**src/rtl/fp_div_sequencer_pkg.sv**
```systemverilog
// Shared widths, bit indices and state encoding for the fp_div issue/collect sequencer.
// Flag layout mirrors ieee-754-flags.vh so values pass straight through to and from fp_div.
package fp_div_sequencer_pkg;

    localparam int unsigned NRAS        = 4;
    localparam int unsigned NTYPES      = 6;
    localparam int unsigned NEXCEPTIONS = 5;

    // rounding attribute bit indices (one-hot, NRAS+1 bits)
    localparam int unsigned ROUND_TIES_TO_EVEN    = 0;
    localparam int unsigned ROUND_TOWARD_ZERO     = 1;
    localparam int unsigned ROUND_TOWARD_POSITIVE = 2;
    localparam int unsigned ROUND_TOWARD_NEGATIVE = 3;
    localparam int unsigned ROUND_TIES_TO_AWAY    = 4;

    // result type bit indices
    localparam int unsigned TYPE_NORMAL    = 0;
    localparam int unsigned TYPE_SUBNORMAL = 1;
    localparam int unsigned TYPE_ZERO      = 2;
    localparam int unsigned TYPE_INFINITY  = 3;
    localparam int unsigned TYPE_QNAN      = 4;
    localparam int unsigned TYPE_SNAN      = 5;

    // exception bit indices
    localparam int unsigned EXC_INEXACT        = 0;
    localparam int unsigned EXC_UNDERFLOW      = 1;
    localparam int unsigned EXC_OVERFLOW       = 2;
    localparam int unsigned EXC_DIVIDE_BY_ZERO = 3;
    localparam int unsigned EXC_INVALID        = 4;

    typedef enum logic [1:0] {
        S_IDLE  = 2'd0,
        S_ISSUE = 2'd1,
        S_WAIT0 = 2'd2,
        S_WAIT  = 2'd3
    } seq_state_t;

    // width of one buffered {a, b, ra} request
    function automatic int unsigned req_width(input int unsigned nexp, input int unsigned nsig);
        return 2 * (nexp + nsig + 1) + NRAS + 1;
    endfunction

endpackage

```
**src/rtl/fp_div_sequencer_if.sv**
```systemverilog
// Request and result handshakes of the sequencer; master drives requests, slave is the sequencer.
interface fp_div_sequencer_if
    import fp_div_sequencer_pkg::*;
#(
    parameter int unsigned NEXP = 5,
    parameter int unsigned NSIG = 10
);
    localparam int unsigned NW = NEXP + NSIG + 1;

    logic                   in_valid;
    logic                   in_ready;
    logic [NW-1:0]          in_a;
    logic [NW-1:0]          in_b;
    logic [NRAS:0]          in_ra;
    logic                   out_valid;
    logic                   out_ready;
    logic [NW-1:0]          out_q;
    logic [NTYPES-1:0]      out_flags;
    logic [NEXCEPTIONS-1:0] out_exc;

    modport master (
        output in_valid, in_a, in_b, in_ra, out_ready,
        input  in_ready, out_valid, out_q, out_flags, out_exc
    );

    modport slave (
        input  in_valid, in_a, in_b, in_ra, out_ready,
        output in_ready, out_valid, out_q, out_flags, out_exc
    );

endinterface

```
**src/rtl/fp_div_sequencer_fifo.sv**
```systemverilog
// Count-based synchronous request FIFO; a push is refused while full even if a pop coincides.
module fp_op_fifo #(
    parameter int unsigned WIDTH = 8,
    parameter int unsigned DEPTH = 4
) (
    input  logic             clk,
    input  logic             rst,
    input  logic             push,
    input  logic             pop,
    input  logic [WIDTH-1:0] din,
    output logic [WIDTH-1:0] head,
    output logic             full,
    output logic             empty
);
    localparam int unsigned AW = $clog2(DEPTH);
    localparam int unsigned CW = $clog2(DEPTH + 1);

    logic [WIDTH-1:0] mem [DEPTH];
    logic [AW-1:0]    wr_ptr;
    logic [AW-1:0]    rd_ptr;
    logic [CW-1:0]    count;
    logic             do_push;
    logic             do_pop;

    assign full    = (count == CW'(DEPTH));
    assign empty   = (count == '0);
    assign do_push = push && !full;
    assign do_pop  = pop && !empty;
    assign head    = mem[rd_ptr];

    always_ff @(posedge clk or posedge rst) begin
        if (rst) begin
            wr_ptr <= '0;
            rd_ptr <= '0;
            count  <= '0;
        end else begin
            if (do_push) wr_ptr <= wr_ptr + AW'(1);
            if (do_pop)  rd_ptr <= rd_ptr + AW'(1);
            case ({do_push, do_pop})
                2'b10:   count <= count + CW'(1);
                2'b01:   count <= count - CW'(1);
                default: count <= count;
            endcase
        end
    end

    // storage needs no reset; count gates every read
    always_ff @(posedge clk) begin
        if (do_push) mem[wr_ptr] <= din;
    end

endmodule

```
**src/rtl/fp_div_sequencer.sv**
```systemverilog
// Issues buffered divide requests to fp_div one at a time, collects results onto a
// valid/ready output and keeps sticky exception and timeout status.
module fp_div_sequencer
    import fp_div_sequencer_pkg::*;
#(
    parameter int unsigned NEXP  = 5,
    parameter int unsigned NSIG  = 10,
    parameter int unsigned DEPTH = 4,
    parameter int unsigned TMO   = NSIG + 8
) (
    input  logic                   clk,
    input  logic                   rst,
    fp_div_sequencer_if.slave      bus,
    output logic                   div_start,
    output logic [NEXP+NSIG:0]     div_a,
    output logic [NEXP+NSIG:0]     div_b,
    output logic [NRAS:0]          div_ra,
    input  logic [NEXP+NSIG:0]     div_q,
    input  logic [NTYPES-1:0]      div_flags,
    input  logic [NEXCEPTIONS-1:0] div_exc,
    input  logic                   div_done,
    input  logic                   clear_status,
    output logic [NEXCEPTIONS-1:0] status,
    output logic                   timeout,
    output logic                   busy
);
    localparam int unsigned NW = NEXP + NSIG + 1;
    localparam int unsigned RW = req_width(NEXP, NSIG);
    localparam int unsigned TW = $clog2(TMO + 1);

    localparam logic [NW-1:0]          QNAN_Q      = {1'b0, {NEXP{1'b1}}, 1'b1, {(NSIG-1){1'b0}}};
    localparam logic [NTYPES-1:0]      QNAN_FLAGS  = NTYPES'(1) << TYPE_QNAN;
    localparam logic [NEXCEPTIONS-1:0] INVALID_EXC = NEXCEPTIONS'(1) << EXC_INVALID;

    seq_state_t             state;
    logic [TW-1:0]          wait_cnt;
    logic [RW-1:0]          fifo_head;
    logic                   fifo_full;
    logic                   fifo_empty;
    logic                   fifo_push;
    logic                   capture;
    logic                   timed_out;
    logic [NEXCEPTIONS-1:0] cap_exc;

    fp_op_fifo #(
        .WIDTH (RW),
        .DEPTH (DEPTH)
    ) u_fifo (
        .clk   (clk),
        .rst   (rst),
        .push  (fifo_push),
        .pop   (capture),
        .din   ({bus.in_a, bus.in_b, bus.in_ra}),
        .head  (fifo_head),
        .full  (fifo_full),
        .empty (fifo_empty)
    );

    assign bus.in_ready = !rst && !fifo_full;
    assign fifo_push    = bus.in_valid && bus.in_ready;

    // a real done always beats a timeout landing in the same cycle
    assign capture   = (state == S_WAIT) && (div_done || (wait_cnt == TW'(TMO)));
    assign timed_out = (state == S_WAIT) && !div_done && (wait_cnt == TW'(TMO));
    assign cap_exc   = !capture ? '0 : (timed_out ? INVALID_EXC : div_exc);

    assign busy = (state != S_IDLE) || !fifo_empty || bus.out_valid;

    always_ff @(posedge clk or posedge rst) begin
        if (rst) begin
            state         <= S_IDLE;
            wait_cnt      <= '0;
            div_start     <= 1'b0;
            div_a         <= '0;
            div_b         <= '0;
            div_ra        <= '0;
            bus.out_valid <= 1'b0;
            bus.out_q     <= '0;
            bus.out_flags <= '0;
            bus.out_exc   <= '0;
            status        <= '0;
            timeout       <= 1'b0;
        end else begin
            div_start <= 1'b0;
            if (bus.out_valid && bus.out_ready) bus.out_valid <= 1'b0;

            case (state)
                // out_valid here is the pre-consume value, so a consume never issues in the same cycle
                S_IDLE: begin
                    if (!fifo_empty && !bus.out_valid) begin
                        {div_a, div_b, div_ra} <= fifo_head;
                        div_start              <= 1'b1;
                        state                  <= S_ISSUE;
                    end
                end
                S_ISSUE: begin
                    wait_cnt <= TW'(1);
                    state    <= S_WAIT0;
                end
                S_WAIT0: begin
                    wait_cnt <= wait_cnt + TW'(1);
                    state    <= S_WAIT;
                end
                S_WAIT: begin
                    if (capture) begin
                        bus.out_valid <= 1'b1;
                        bus.out_q     <= timed_out ? QNAN_Q     : div_q;
                        bus.out_flags <= timed_out ? QNAN_FLAGS : div_flags;
                        bus.out_exc   <= cap_exc;
                        state         <= S_IDLE;
                    end else begin
                        wait_cnt <= wait_cnt + TW'(1);
                    end
                end
                default: state <= S_IDLE;
            endcase

            status  <= (clear_status ? '0 : status) | cap_exc;
            timeout <= (clear_status ? 1'b0 : timeout) | timed_out;
        end
    end

endmodule
```
**src/flat_wrapper.sv**
```systemverilog
// flat-port wrapper written by rule: the top's interface ports become plain ports
module fp_div_sequencer_flat import fp_div_sequencer_pkg::*;
#(
    parameter int unsigned NEXP  = 5,
    parameter int unsigned NSIG  = 10,
    parameter int unsigned DEPTH = 4,
    parameter int unsigned TMO   = NSIG + 8
)
  (clk, rst, div_start, div_a, div_b, div_ra, div_q, div_flags, div_exc, div_done, clear_status, status, timeout, busy, bus_in_valid, bus_in_a, bus_in_b, bus_in_ra, bus_out_ready, bus_in_ready, bus_out_valid, bus_out_q, bus_out_flags, bus_out_exc);
  fp_div_sequencer_if #(.NEXP(NEXP), .NSIG(NSIG)) bus_i ();
  input  logic clk;
  input  logic rst;
  output logic div_start;
  output logic [NEXP+NSIG:0] div_a;
  output logic [NEXP+NSIG:0] div_b;
  output logic [NRAS:0] div_ra;
  input  logic [NEXP+NSIG:0] div_q;
  input  logic [NTYPES-1:0] div_flags;
  input  logic [NEXCEPTIONS-1:0] div_exc;
  input  logic div_done;
  input  logic clear_status;
  output logic [NEXCEPTIONS-1:0] status;
  output logic timeout;
  output logic busy;
  input wire logic [$bits(bus_i.in_valid)-1:0] bus_in_valid;
  input wire logic [$bits(bus_i.in_a)-1:0] bus_in_a;
  input wire logic [$bits(bus_i.in_b)-1:0] bus_in_b;
  input wire logic [$bits(bus_i.in_ra)-1:0] bus_in_ra;
  input wire logic [$bits(bus_i.out_ready)-1:0] bus_out_ready;
  output wire logic [$bits(bus_i.in_ready)-1:0] bus_in_ready;
  output wire logic [$bits(bus_i.out_valid)-1:0] bus_out_valid;
  output wire logic [$bits(bus_i.out_q)-1:0] bus_out_q;
  output wire logic [$bits(bus_i.out_flags)-1:0] bus_out_flags;
  output wire logic [$bits(bus_i.out_exc)-1:0] bus_out_exc;
  assign bus_i.in_valid = bus_in_valid;
  assign bus_i.in_a = bus_in_a;
  assign bus_i.in_b = bus_in_b;
  assign bus_i.in_ra = bus_in_ra;
  assign bus_i.out_ready = bus_out_ready;
  assign bus_in_ready = bus_i.in_ready;
  assign bus_out_valid = bus_i.out_valid;
  assign bus_out_q = bus_i.out_q;
  assign bus_out_flags = bus_i.out_flags;
  assign bus_out_exc = bus_i.out_exc;
  fp_div_sequencer #(.NEXP(NEXP), .NSIG(NSIG), .DEPTH(DEPTH), .TMO(TMO)) u_core (.clk(clk), .rst(rst), .bus(bus_i), .div_start(div_start), .div_a(div_a), .div_b(div_b), .div_ra(div_ra), .div_q(div_q), .div_flags(div_flags), .div_exc(div_exc), .div_done(div_done), .clear_status(clear_status), .status(status), .timeout(timeout), .busy(busy));
endmodule
```
**config.mk**
```make
export PLATFORM = sky130hd
export DESIGN_NAME = fp_div_sequencer_flat
export DESIGN_NICKNAME = d
export VERILOG_FILES = /design/src/rtl/fp_div_sequencer_pkg.sv /design/src/rtl/fp_div_sequencer_if.sv /design/src/rtl/fp_div_sequencer_fifo.sv /design/src/rtl/fp_div_sequencer.sv /design/src/flat_wrapper.sv
export SDC_FILE = /design/constraint.sdc
export NUM_CORES = 1
export LEC_CHECK = 0
export CAP_MARGIN = 10
export CORE_MARGIN = 3
export CORE_UTILIZATION = 30
export DETAILED_ROUTE_END_ITERATION = 6
export GPL_ROUTABILITY_DRIVEN = 0
export PLACE_DENSITY = 0.5
export SETUP_SLACK_MARGIN = 0.2
export SLEW_MARGIN = 15
export SYNTH_ARGS = -nofsm -noshare
export SYNTH_HDL_FRONTEND = slang
export SYNTH_SLANG_ARGS = --single-unit
```
**constraint.sdc**
```tcl
create_clock -name clk -period 4.31 [get_ports clk]
set_input_delay 1.293 -clock clk [delete_from_list [all_inputs] [get_ports clk]]
set_output_delay 1.293 -clock clk [all_outputs]
set_load 0.1 [all_outputs]
```
==> summary by stage <==
Status
The flow ran to the end, and the final reports show no timing, DRC or antenna violations.

Critical path
The most critical setup path has its startpoint at rst. Along the worst path, the maximum fanout reaches 3. The worst setup path endpoint is bus_in_ready. The cell with the largest stage delay on the worst path is clkdlybuf4s50_1. Walking the worst path, the cells encountered are clkdlybuf4s50_1 > a21oi_1 > buf_12.

The kind of start point of the critical path is an input pin. The worst register-to-register path has a depth of 4. The worst setup path is captured at an output port. STA puts the critical path data required time at 3.02 ns. The path type of the worst setup path is in2out. The startpoint identified for the worst register-to-register timing path is u_core.u_fifo.count[0]. The endpoint of the lowest-slack register-to-register path is u_core.u_fifo.mem[0][12]. Setup slack on the worst reg-to-reg path comes out at 1.90 ns. The largest stage delay on the critical path is 0.49 ns. At the worst endpoint, the arrival time is 2.28 ns.

CTS
The clock-pin transition on the worst setup and hold timing paths is 0.06 ns. The hold buffer count at cts is 0. After clock tree synthesis, the setup repair step added 0 buffers.

TritonCTS built the clock tree. The tree is rooted in a clkbuf_16. CTS built an H-tree with a depth of 1. The maximum count of clock buffers along a single path is 3. Clock latency on the worst-skew pair, taken at its later pin, is 0.52 ns. The post-cts gate resize count is 0. The tree built by TritonCTS fans out to 234 sinks. The TritonCTS buffer count is 26.

Synthesis
The largest total area in the synthesized netlist belongs to edfxtp_1. Synthesis handed over a netlist of 445 instances. Synthesis inferred 234 register bits.

Sequential elements use 74.3% of the synthesized area. The count of different cell masters after synthesis is 49. The cell area after synthesis is 8880 sq um. The share of Yosys cell area claimed by the top area cell type is 50.0%. The number of synthesized flops with an enable pin is 148. For this run, asynchronously set or reset flops after synthesis account for 36.8%. The most used flip-flop cell after synthesis is edfxtp_1.

The average instance area after synthesis is 20.0 sq um. In the post-synthesis netlist, the biggest area contributors are edfxtp_1 (50%), dfrtp_1 (24%), mux4_2 (9.4%), mux2_2 (4.7%), a22o_1 (2.5%). Synthesis produced a netlist with a net count of 526. For this run, the number of Yosys warnings is 0.

Timing
The largest clock skew in the final design is 0.0102 ns. The clock period minus worst slack is 3.57 ns. The hold violation count in the final report is 0.

The accumulated negative setup slack is 0 ns. Setup violations remaining at the end of the flow were counted as 0. The transition time at the pin with the least slew margin is 1.05 ns. The final max-slew violation count was 0. Setup repair after global routing left no endpoint under its margin.

The peak clock frequency supported by timing is 280 MHz. The worst pin sits at a relative slew slack of 29.9%. The final clock period utilization by the worst path is 82.8%.

Finish
The sequential cell area is 6600 sq um. The repair_antennas step left the layout with diodes totalling 0. The number of nets in the layout is 686. The proportion of layout cells with a drive suffix above 1 is 21.2%. The growth of design area from synthesis to finish is 30.8%. The layout has 2,619 filler cells. The total area of multi-input combinational cells is 2120 sq um.

GRT
The number of antenna violations at the first check in global routing is 0. The via count of the first global-routing pass is 5,153. Global routing used 12.1% of the available tracks across all layers.

Entering global routing, the biggest net connects 46 pins. The total overflow left after global routing is 0. The global-route wire length before repair is 29,700 microns.

Detailed routing
The via count normalized by instance count is 4.60. In the routed design, unresolved DRC markers number 0. The iteration-0 DRC count of the detailed router is 274.

Summing over every cut layer, the via total after detailed routing is 4,640. The detail-routed net length per standard cell is 18.9 microns. The count of nets left with antenna violations once routing finished came out at 0.

The detailed-route wire length is 19,000 microns. The first-pass iteration count of the detailed router is 4.

Flow run
The count of max-cap constraint violations is 0.

Placed design
The count of buffers added on input and output ports is 143. The placed wire-length estimate after detailed placement is 12,000 microns.

Floorplanning
The vertical extent of the die is 178 microns. 144 I/O pins were placed. The width of the chip is 178 microns. The core outline area is 28,900 sq um. The floorplan step defined a die boundary enclosing 31,700 sq um. The placement row count is 62. The initial standard-cell utilization of the core is 30.7%.

Hold path
The path class of the tightest hold or removal check is reg2reg.
## synthesized netlist by cell type (2+ instances only)
cell / count
clkbuf_1: 5
xnor2_1: 4
buf_6: 4
nor2b_1: 2
nor2_1: 5
o22a_1: 8
a22o_1: 25
dfrtp_1: 86
mux2_1: 2
buf_2: 7
xor2_1: 2
ha_1: 10
or4_1: 2
nand2_1: 4
o21ai_0: 2
inv_1: 14
o21ai_1: 3
edfxtp_1: 148
and2_1: 4
mux2_2: 37
o31ai_1: 2
mux4_2: 37
a21oi_1: 4
buf_4: 3
## worst min path at each step
stage	from	endpoint	slack [ns]	cells after the start
after global routing	u_core.bus.out_q[7]	u_core.bus.out_q[7]	0.51	1
final	u_core.bus.out_q[14]	u_core.bus.out_q[14]	0.49	1
after floorplan	u_core.state[0]	u_core.state[0]	0.50	1
after CTS	u_core.bus.out_exc[4]	u_core.bus.out_exc[4]	0.49	1
after global placement	u_core.bus.out_exc[4]	u_core.bus.out_exc[4]	0.47	1
after detailed placement	u_core.bus.out_exc[4]	u_core.bus.out_exc[4]	0.48	1
## cells in the final DEF, fill, tap and decap left out, drive strengths merged, types with 8 or more instances in the layout
cell and count:
mux4 37, dfrtp 86, inv 16, edfxtp 148, mux2 39, clkbuf 32
o22a 8, clkinv 10, a22o 25, ha 10, clkdlybuf4s50 141, buf 10
## per-stage QoR
stage / hold slack (ns) / instances / area [sq um] / util (%) / setup WS, ns
after floorplan: 0.500 / 445 / 8880 / - / 0.263
after global placement: 0.473 / 961 / 10800 / 37.4 / 0.688
after detailed placement: 0.482 / 961 / 10800 / 37.4 / 0.666
after CTS: 0.494 / 1008 / 11600 / 40.2 / 0.736
after global routing: 0.508 / 1008 / 11600 / 40.2 / 0.709
final: 0.495 / 1008 / 11600 / 40.2 / 0.742
## state kept, by name (all words and copies together) (netlist names), 6 cells and up
register / count
u_core.div_b: 16
u_core.div_a: 16
u_core.bus.out_flags: 6
u_core.bus.out_q: 16
u_core.u_fifo.mem: 148
## final cells by class
cell class	count	area share, %
Tap cell	384	4.14
Sequential cell	234	56.8
Timing Repair Buffer	151	13.3
Multi-Input combinational cell	177	18.2
Clock inverter	15	1.18
Clock buffer	32	5.79
Inverter	15	0.506
## layer usage
layer | up-vias | track usage [%] | routed length [microns] | share of wire, %
met3 | 27 | 2.87 | 1440 | 7.6
li1 | 2081 | - | - | -
met2 | 157 | 20.0 | 9030 | 47
met1 | 2375 | 16.1 | 8200 | 43
met4 | 0 | 2.98 | 364 | 1.9
met5 | - | 0 | 0 | 0
## worst max-delay path: cells and delay by family
kind	cells	cell delay, ns
buffers and inverters	2	0.70
AOI/OAI and AO/OA	1	0.27
## logic make-up after synthesis
family	synth area share, %
AO/OA/AOI/OAI	5.02
XOR/XNOR	0.592
adder cells (fa/ha/maj)	1.63
buffers and inverters	2.00
flip-flops	74.3
multiplexers	14.4
AND/OR/NAND/NOR	2.04
Power is not shown: default switching activity piles up to over one toggle a cycle in this logic, so the estimate is an artifact.
